<file path="src/rtl/mem_arbiter.sv">
// Arbitrates the single word-wide memory controller port between instruction fetch
// and data requesters; sub-word stores become read-modify-write, stalled accesses time out.
module mem_arbiter #(
  parameter int unsigned STARVE_LIMIT = 4,
  parameter int unsigned TIMEOUT      = 255
) (
  input  logic        clk,
  input  logic        rst_n,
  input  logic        i_req,
  input  logic [31:0] i_addr,
  output logic [31:0] i_rdata,
  output logic        i_ready,
  input  logic        d_req,
  input  logic        d_we,
  input  logic [31:0] d_addr,
  input  logic [31:0] d_wdata,
  input  logic [3:0]  d_be,
  output logic [31:0] d_rdata,
  output logic        d_ready,
  output logic [31:0] m_addr,
  output logic [31:0] m_wdata,
  output logic        m_we,
  output logic        m_re,
  input  logic [31:0] m_rdata,
  input  logic        m_ready,
  output logic        err
);

  localparam int unsigned TCW = $clog2(TIMEOUT + 1);
  localparam int unsigned SCW = $clog2(STARVE_LIMIT + 1);

  typedef enum logic [2:0] {IDLE, I_RD, D_RD, D_WR, RMW_RD, RMW_WR} state_t;

  state_t         r_state,   w_state_nx;
  logic [SCW-1:0] r_starve,  w_starve_nx;
  logic [TCW-1:0] r_tcnt,    w_tcnt_nx;
  logic [3:0]     r_be,      w_be_nx;
  logic [31:0]    r_m_addr,  w_m_addr_nx;
  logic [31:0]    r_m_wdata, w_m_wdata_nx;
  logic           r_m_we,    w_m_we_nx;
  logic           r_m_re,    w_m_re_nx;
  logic [31:0]    r_i_rdata, w_i_rdata_nx;
  logic           r_i_ready, w_i_ready_nx;
  logic [31:0]    r_d_rdata, w_d_rdata_nx;
  logic           r_d_ready, w_d_ready_nx;
  logic           r_err,     w_err_nx;

  logic [TCW-1:0] w_tcnt_inc;
  logic           w_timeout;
  logic           w_grant_d;
  logic [31:0]    w_merged;
  logic           w_unused;

  // Controller is always word-addressed, so the low address bits are dropped.
  assign w_unused = ^{i_addr[1:0], d_addr[1:0]};

  assign w_tcnt_inc = r_tcnt + 1'b1;
  assign w_timeout  = (w_tcnt_inc == TCW'(TIMEOUT));
  assign w_grant_d  = d_req && (!i_req || (r_starve < SCW'(STARVE_LIMIT)));

  always_comb begin
    w_merged = m_rdata;
    for (int unsigned b = 0; b < 4; b++) begin
      if (r_be[b]) w_merged[8*b +: 8] = r_m_wdata[8*b +: 8];
    end
  end

  always_comb begin
    w_state_nx   = r_state;
    w_starve_nx  = r_starve;
    w_tcnt_nx    = r_tcnt;
    w_be_nx      = r_be;
    w_m_addr_nx  = r_m_addr;
    w_m_wdata_nx = r_m_wdata;
    w_m_we_nx    = r_m_we;
    w_m_re_nx    = r_m_re;
    w_i_rdata_nx = r_i_rdata;
    w_i_ready_nx = 1'b0;
    w_d_rdata_nx = r_d_rdata;
    w_d_ready_nx = 1'b0;
    w_err_nx     = 1'b0;

    case (r_state)
      IDLE: begin
        if (w_grant_d) begin
          if (i_req && (r_starve != SCW'(STARVE_LIMIT))) w_starve_nx = r_starve + 1'b1;
          w_m_addr_nx  = {d_addr[31:2], 2'b00};
          w_m_wdata_nx = d_wdata;
          w_be_nx      = d_be;
          w_tcnt_nx    = '0;
          if (!d_we) begin
            w_state_nx = D_RD;
            w_m_re_nx  = 1'b1;
          end else if (d_be == 4'b1111) begin
            w_state_nx = D_WR;
            w_m_we_nx  = 1'b1;
          end else if (d_be == 4'b0000) begin
            w_d_ready_nx = 1'b1;
          end else begin
            w_state_nx = RMW_RD;
            w_m_re_nx  = 1'b1;
          end
        end else if (i_req) begin
          w_starve_nx = '0;
          w_m_addr_nx = {i_addr[31:2], 2'b00};
          w_tcnt_nx   = '0;
          w_state_nx  = I_RD;
          w_m_re_nx   = 1'b1;
        end
      end

      I_RD, D_RD, D_WR, RMW_RD, RMW_WR: begin
        if (m_ready) begin
          w_m_re_nx  = 1'b0;
          w_m_we_nx  = 1'b0;
          w_state_nx = IDLE;
          case (r_state)
            I_RD: begin
              w_i_ready_nx = 1'b1;
              w_i_rdata_nx = m_rdata;
            end
            D_RD: begin
              w_d_ready_nx = 1'b1;
              w_d_rdata_nx = m_rdata;
            end
            // Read half of a sub-word store: switch straight to the write with merged data.
            RMW_RD: begin
              w_m_we_nx    = 1'b1;
              w_m_wdata_nx = w_merged;
              w_tcnt_nx    = '0;
              w_state_nx   = RMW_WR;
            end
            default: w_d_ready_nx = 1'b1;
          endcase
        end else if (w_timeout) begin
          w_m_re_nx  = 1'b0;
          w_m_we_nx  = 1'b0;
          w_err_nx   = 1'b1;
          w_state_nx = IDLE;
          if (r_state == I_RD) begin
            w_i_ready_nx = 1'b1;
            w_i_rdata_nx = '0;
          end else begin
            w_d_ready_nx = 1'b1;
            w_d_rdata_nx = '0;
          end
        end else begin
          w_tcnt_nx = w_tcnt_inc;
        end
      end

      default: begin
        w_state_nx = IDLE;
        w_m_re_nx  = 1'b0;
        w_m_we_nx  = 1'b0;
      end
    endcase
  end

  always_ff @(posedge clk or negedge rst_n) begin
    if (!rst_n) begin
      r_state   <= IDLE;
      r_starve  <= '0;
      r_tcnt    <= '0;
      r_be      <= '0;
      r_m_addr  <= '0;
      r_m_wdata <= '0;
      r_m_we    <= 1'b0;
      r_m_re    <= 1'b0;
      r_i_rdata <= '0;
      r_i_ready <= 1'b0;
      r_d_rdata <= '0;
      r_d_ready <= 1'b0;
      r_err     <= 1'b0;
    end else begin
      r_state   <= w_state_nx;
      r_starve  <= w_starve_nx;
      r_tcnt    <= w_tcnt_nx;
      r_be      <= w_be_nx;
      r_m_addr  <= w_m_addr_nx;
      r_m_wdata <= w_m_wdata_nx;
      r_m_we    <= w_m_we_nx;
      r_m_re    <= w_m_re_nx;
      r_i_rdata <= w_i_rdata_nx;
      r_i_ready <= w_i_ready_nx;
      r_d_rdata <= w_d_rdata_nx;
      r_d_ready <= w_d_ready_nx;
      r_err     <= w_err_nx;
    end
  end

  assign i_rdata = r_i_rdata;
  assign i_ready = r_i_ready;
  assign d_rdata = r_d_rdata;
  assign d_ready = r_d_ready;
  assign m_addr  = r_m_addr;
  assign m_wdata = r_m_wdata;
  assign m_we    = r_m_we;
  assign m_re    = r_m_re;
  assign err     = r_err;

endmodule

</file>
<file path="config.mk">
export PLATFORM = sky130hd
export DESIGN_NAME = mem_arbiter
export DESIGN_NICKNAME = d
export VERILOG_FILES = /design/src/rtl/mem_arbiter.sv
export SDC_FILE = /design/constraint.sdc
export NUM_CORES = 1
export LEC_CHECK = 0
export CAP_MARGIN = 15
export CELL_PAD_IN_SITES_DETAIL_PLACEMENT = 1
export CELL_PAD_IN_SITES_GLOBAL_PLACEMENT = 2
export CORE_MARGIN = 2
export CORE_UTILIZATION = 25
export CTS_CLUSTER_DIAMETER = 60
export DETAILED_ROUTE_END_ITERATION = 10
export PLACE_DENSITY_LB_ADDON = 0.1
export SYNTH_ARGS = -nofsm -noshare
export SYNTH_HDL_FRONTEND = slang
export SYNTH_SLANG_ARGS = --single-unit
</file>
<file path="constraint.sdc">
create_clock -name clk -period 2.05 [get_ports clk]
set_clock_uncertainty 0.1 [all_clocks]
set_input_delay 0.3075 -clock clk [delete_from_list [all_inputs] [get_ports clk]]
set_output_delay 0.3075 -clock clk [all_outputs]
set_load 0.005 [all_outputs]
</file>
==> out/metrics.cfg, run 1 <==
[grt]
grt_remaining_overflow = 0
antenna_found_initial = 2
grtUsageTotal_pct = 17.5
grt_pass1_vias = 6441
grt_max_degree = 61
grt_pass1_wl_um = 36400

[layout]
seq_area_um2 = 3730
layout-drive-gt1-share_pct = 11.6
layout_common_cells = 263 x clkdlybuf4s50_1, 146 x dfrtp_1, 115 x nand2_1
fill_cells = 2738
stdcell_area_um2 = 10500
areaGrowthSynthToFinish_pct = 64.8
layout_commonest_cell = clkdlybuf4s50_1
antenna_cells = 0
multi_input_area_um2 = 2500
fin_util_pct = 41.8
final_nets = 1033

[clocking]
htree_levels = 4
clkLatencyLatePin_ps = 420
ctsLongestPathBuffers = 2
cts_tree = done
cts-root-buf = clkbuf_16
cts.sinks = 149
clk_pin_slew_worst_paths_ps = 70
cts_buffers = 17

[logic_synthesis]
synth_compound_area_share_pct = 18.9
synth_top_family_by_area = compound AO/OA/AOI/OAI gates
synth_edf_count = 0
syn_avg_cell_area_um2 = 10.7
synthFlopType = dfrtp_1
synth_area_um2 = 6340
synth_fa_ha_area_share_pct = 0.789
synthArstFlopShare_pct = 100
synth_xor_area_share_pct = 0.138
postSynthCellCount = 595
ys_ff_latch = 149
synth.mux.area_fraction_pct = 6.11
synth-simple-area-share_pct = 12.0
ys_seq_area_share_pct = 58.8
synth_cell_types = 48
synth_warnings = 0

[detailed_routing]
viasPerCell = 4.74
wl_per_cell_um = 18.7
drt-total-wl_um = 23100
drtPass1Iterations = 4
vias = 5843
antenna_left = 0
drt_iter0_drc = 210
drcViolationCount = 0

[sta]
final-hold-violation-count = 0
fin_crit_sh_pct = 99.6
fmax_mhz = 490
setup_viol = 0
slew_viol_final = 0
finalCriticalPeriod_ps = 2040
worstMarginPinSlew_ps = 932
rsz0062_at_grt = yes
slew_headroom_pct = 37.7

[die]
start_util_pct = 25.3
die_height_um = 163
rows = 58
dieArea_um2 = 26700
die_w_um = 163
core_um2 = 25000
ios = 271

[place]
dp_hpwl_um = 16400
numPortBuffers = 264
dpl_cell_area_um2 = 9740
place_congestion = 0.744

[pwr]
leakagePower_nw = 4.56
power_density_nw_per_um2 = 1460
vdd_drop_max_mv = 0.795

[worst_setup_path]
crit_start = r_tcnt[0]
r2r_start = r_tcnt[0]
cp.arrival_ps = 2300
startpoint_type = flip-flop
critPathKind = reg2reg
endpoint_kind = flip-flop
worstPathMaxFanout = 4
critical_path_required_ps = 2310

[outcome]
status = finished clean

[hold_path]
hp-class = in2async

[flow_run]
max_cap_viol_count = 0

-- final cells by class --
cell class	count	share of cell area (%)
clock buffer	18	4.10
clock inverter	14	1.35
inverter	8	0.287
multi-input combinational	402	23.9
sequential	149	35.7
tap	330	3.95
timing repair buffer	313	30.7
-- critical path, stage by stage (launching register included) --
cell	delay, ps
dfrtp_1	410
buf_6	120
nand2_2	70
o21a_1	220
o2111a_2	330
buf_4	150
or4_1	500
nand3_1	90
-- per-layer routing --
metal  part of all wire [%]  wire length (um)  up-vias  GRT usage (%)
met1                     42              9790     2899           21.5
met4                   0.93               214        4           4.26
met3                    9.1              2100       14           6.02
li1                       -                 -     2705              -
met2                     48             11000      221           29.4
met5                  0.091                21        -              0
-- repair_timing --
| item | in CTS | in global routing |
|---|---|---|
| gates resized for setup | 5 | 8 |
| hold buffers | 1 | 0 |
| endpoints found under the setup margin | 34 | 72 |
| hold endpoints to repair | 39 | 0 |
| cloned | 0 | 1 |
| pin swaps | 1 | 3 |
| setup buffers | 3 | 4 |
-- report_power, final --
group          switching [mW]  total, mW  internal, mW
Sequential              0.803       5.09          4.28
Combinational            2.95       7.07          4.12
Clock                    1.39       3.10          1.71
-- logic make-up after synthesis --
group | Yosys count
adder cells (fa/ha/maj) | 4
AO/OA/AOI/OAI | 169
buffers and inverters | 45
XOR/XNOR | 1
other | 1
flip-flops | 149
AND/OR/NAND/NOR | 188
multiplexers | 38
-- cell usage after synthesis, drive strengths merged (2+ instances only) --
library cell,count,area [um^2]
nor3,4,20.0
dfrtp,149,3730
inv,8,30.0
o22ai,2,12.5
buf,16,96.3
mux2i,32,320
and2,2,12.5
nor2,49,184
nand2,116,435
o21ai,53,273
clkbuf,21,78.8
o211ai,2,15.0
a31oi,30,188
mux2,6,67.6
ha,4,50.1
nand3,7,40.0
and3,3,18.8
o2bb2ai,2,17.5
a22o,66,578
-- worst paths after layout --
kind                                    end  slack [ps]  cells past startpoint
worst max register to register    r_tcnt[3]           8                      7
worst min register to register  m_wdata[19]         380                      2
worst min-delay path                i_ready         280                      2
max in group asynchronous         r_tcnt[1]         900                      3
worst max-delay path              r_tcnt[3]           8                      7
min in group clk                  m_addr[3]         340                      3
-- metrics by stage --
step / setup WS [ps] / power, mW / instances / setup TNS (ps) / hold WS, ps
global route: -69.5 / 16.3 / 1234 / -3240 / 317
global placement: -158 / 12.0 / 1193 / -5010 / 177
floorplan: 185 / 7.79 / 596 / 0 / -88.1
finish: 8.23 / 15.3 / 1234 / 0 / 281
CTS: -4.34 / 15.4 / 1229 / -4.34 / 292
detailed placement: -277 / 12.2 / 1193 / -9390 / 174
-- sequential cells by signal (all words and copies together) (netlist names) --
name and flops:
r_starve 3, i_ready 1, r_be 4, r_state 3, r_tcnt 8, m_re 1, m_we 1, m_wdata 32
d_ready 1, d_rdata 32, i_rdata 32, err 1, m_addr 30
No activity file was read; power rests on OpenSTA's default activity.
==> run 2: changes to the inputs <==
CAP_MARGIN = 10   (was 15)
TNS_END_PERCENT = 100   (was default)
==> results of run 2 <==
Same layout as run 1: the final DEF is identical, and so are final timing and power.
==> run 3: changes to the inputs <==
CORE_UTILIZATION = 37   (was 25)
DONT_BUFFER_PORTS = 1   (was default)
==> run 3 against run 2 <==
Against the previous run:
- the run now ends with hold timing, setup timing left
- cell count is 23% lower
- total power fell by 16%
- maximum frequency fell by 1.8%
- largest cell class unchanged
==> out/metrics.cfg, run 3 (synthesis gave the netlist of run 1 again) <==
[outcome]
status = finished, violations left
violations = hold timing, setup timing

[pwr]
p_sw_mw = 4.65
clockPowerShare_pct = 24.0
sequentialPowerShare_pct = 43.7
p_sw_share_pct = 36.5
vdd_drop_max_mv = 0.720
leakagePower_nw = 3.90
power_density_nw_per_um2 = 1480
pwr-share-comb_pct = 32.3
cell_internal_pwr_mw = 8.09

[place]
numPortBuffers = 0
place_congestion = 0.795
dp_hpwl_um = 12800
dpl_cell_area_um2 = 6770

[layout]
fill_cells = 1766
layout_common_cells = 143 x dfrtp_1, 115 x nand2_1, 104 x dlygate4sd3_1
final_nets = 860
stdcell_area_um2 = 8620
layout-drive-gt1-share_pct = 13.4
antenna_cells = 0
seq_area_um2 = 3740
layout_commonest_cell = dfrtp_1
areaGrowthSynthToFinish_pct = 35.8
multi_input_area_um2 = 2530

[worst_setup_path]
worstPathMaxFanout = 21
critical_path_required_ps = 2250
cp.arrival_ps = 2280
ff2ff_path_depth = 9
endpoint_kind = flip-flop
critPathKind = reg2reg
startpoint_type = flip-flop

[detailed_routing]
drt_iter0_drc = 178
wl_per_cell_um = 21.6
drcViolationCount = 0
viasPerCell = 5.42
drtPass1Iterations = 4
vias = 5158
drt-total-wl_um = 20500
antenna_left = 0

[sta]
hold_slack_ps = -514
finalCriticalPeriod_ps = 2080
setup_viol = 25
fmax_mhz = 481
worstMarginPinSlew_ps = 584
final-hold-violation-count = 149
setup_slack_ps = -30.2
tns_ps = -334
slew_headroom_pct = 61.0
rsz0062_at_grt = yes
slew_viol_final = 0
fin_crit_sh_pct = 101

[hold_path]
hp-class = in2async

[clocking]
cts_hold_buffers = 104
clk_pin_slew_worst_paths_ps = 60
clkLatencyLatePin_ps = 410
cts-root-buf = clkbuf_16
cts_tree = done
cts_buffers = 17
cts.sinks = 149
ctsLongestPathBuffers = 2
htree_levels = 4

[grt]
grt_max_degree = 150
grt_pass1_wl_um = 30900
grt_pass1_vias = 5564
grt_remaining_overflow = 0
grtUsageTotal_pct = 21.6
antenna_found_initial = 0

[flow_run]
max_cap_viol_count = 0

[die]
core_um2 = 16700
rows = 47
dieArea_um2 = 18200
die_w_um = 135
start_util_pct = 38.0
ios = 271
die_height_um = 135

run 3: cell count changes in the layout (fill, tap and decap cells not counted), moves of 2 or more:
| cell | change |
|---|---|
| buf_12 | -6 |
| buf_4 | -9 |
| clkbuf_16 | +2 |
| clkdlybuf4s50_1 | -263 |
| dfrtp_1 | -3 |
| dfrtp_2 | +3 |
| dlygate4sd3_1 | +103 |
| inv_6 | -2 |
run 3: power groups by stage:
stage	sequential (mW)	combinational, mW	clock, mW
floorplan	5.10	2.69	0
global placement	5.56	3.55	0
detailed placement	5.60	3.71	0
CTS	5.57	3.91	3.12
global route	5.76	4.57	3.26
finish	5.57	4.12	3.05
run 3: layout make-up:
cell class / instances / share of cell area (%)
Inverter: 8 / 0.348
Timing Repair Buffer: 139 / 16.9
Multi-Input combinational cell: 403 / 29.4
Clock inverter: 14 / 1.67
Sequential cell: 149 / 43.4
Clock buffer: 18 / 5.10
Tap cell: 220 / 3.19
run 3: worst paths after layout:
| kind | start | end | slack [ps] |
|---|---|---|---|
| max in group asynchronous | rst_n | r_state[2] | 2080 |
| worst min register to register | m_wdata[9] | m_wdata[9] | 410 |
| worst min-delay path | rst_n | d_rdata[22] | -510 |
| worst max register to register | r_tcnt[0] | d_rdata[21] | -30 |
| worst max-delay path | r_tcnt[0] | d_rdata[21] | -30 |
| min in group clk | m_rdata[8] | m_wdata[8] | 10 |
run 3: metrics by stage:
stage                     total power [mW]  hold WS (ps)  instances  setup slack, ps  utilization [%]
after floorplan                       7.79         -88.1        596              185                -
after global placement                9.11         -84.7        803            -2.27             40.6
after detailed placement              9.31         -85.0        803            -59.1             40.6
after CTS                             12.6          -531        941             6.84             50.5
after global routing                  13.6          -536        951             -125             51.6
final                                 12.7          -514        951            -30.2             51.6
run 3: critical path: stages (launching register included):
cell      delay (ps)
dfrtp_2          460
inv_2            100
ha_4             130
nand3_2           70
a41oi_2          190
o2111a_2         310
buf_4            150
o21ai_4           70
buf_12           190
a22o_1           190
run 3: routing by layer:
metal  track usage, %  up-vias  share of wire, %
met5                0        -                 0
met4             6.71        0               1.9
met3             7.06       29               8.8
met2             36.4      211                48
met1             26.3     2556                41
li1                 -     2362                 -
run 3: repair_timing:
item	in CTS	in global routing
endpoints found under the hold margin	255	149
pin swaps	1	35
setup buffers	2	5
gates resized for setup	5	14
endpoints found under the setup margin	53	71
gates cloned	0	5
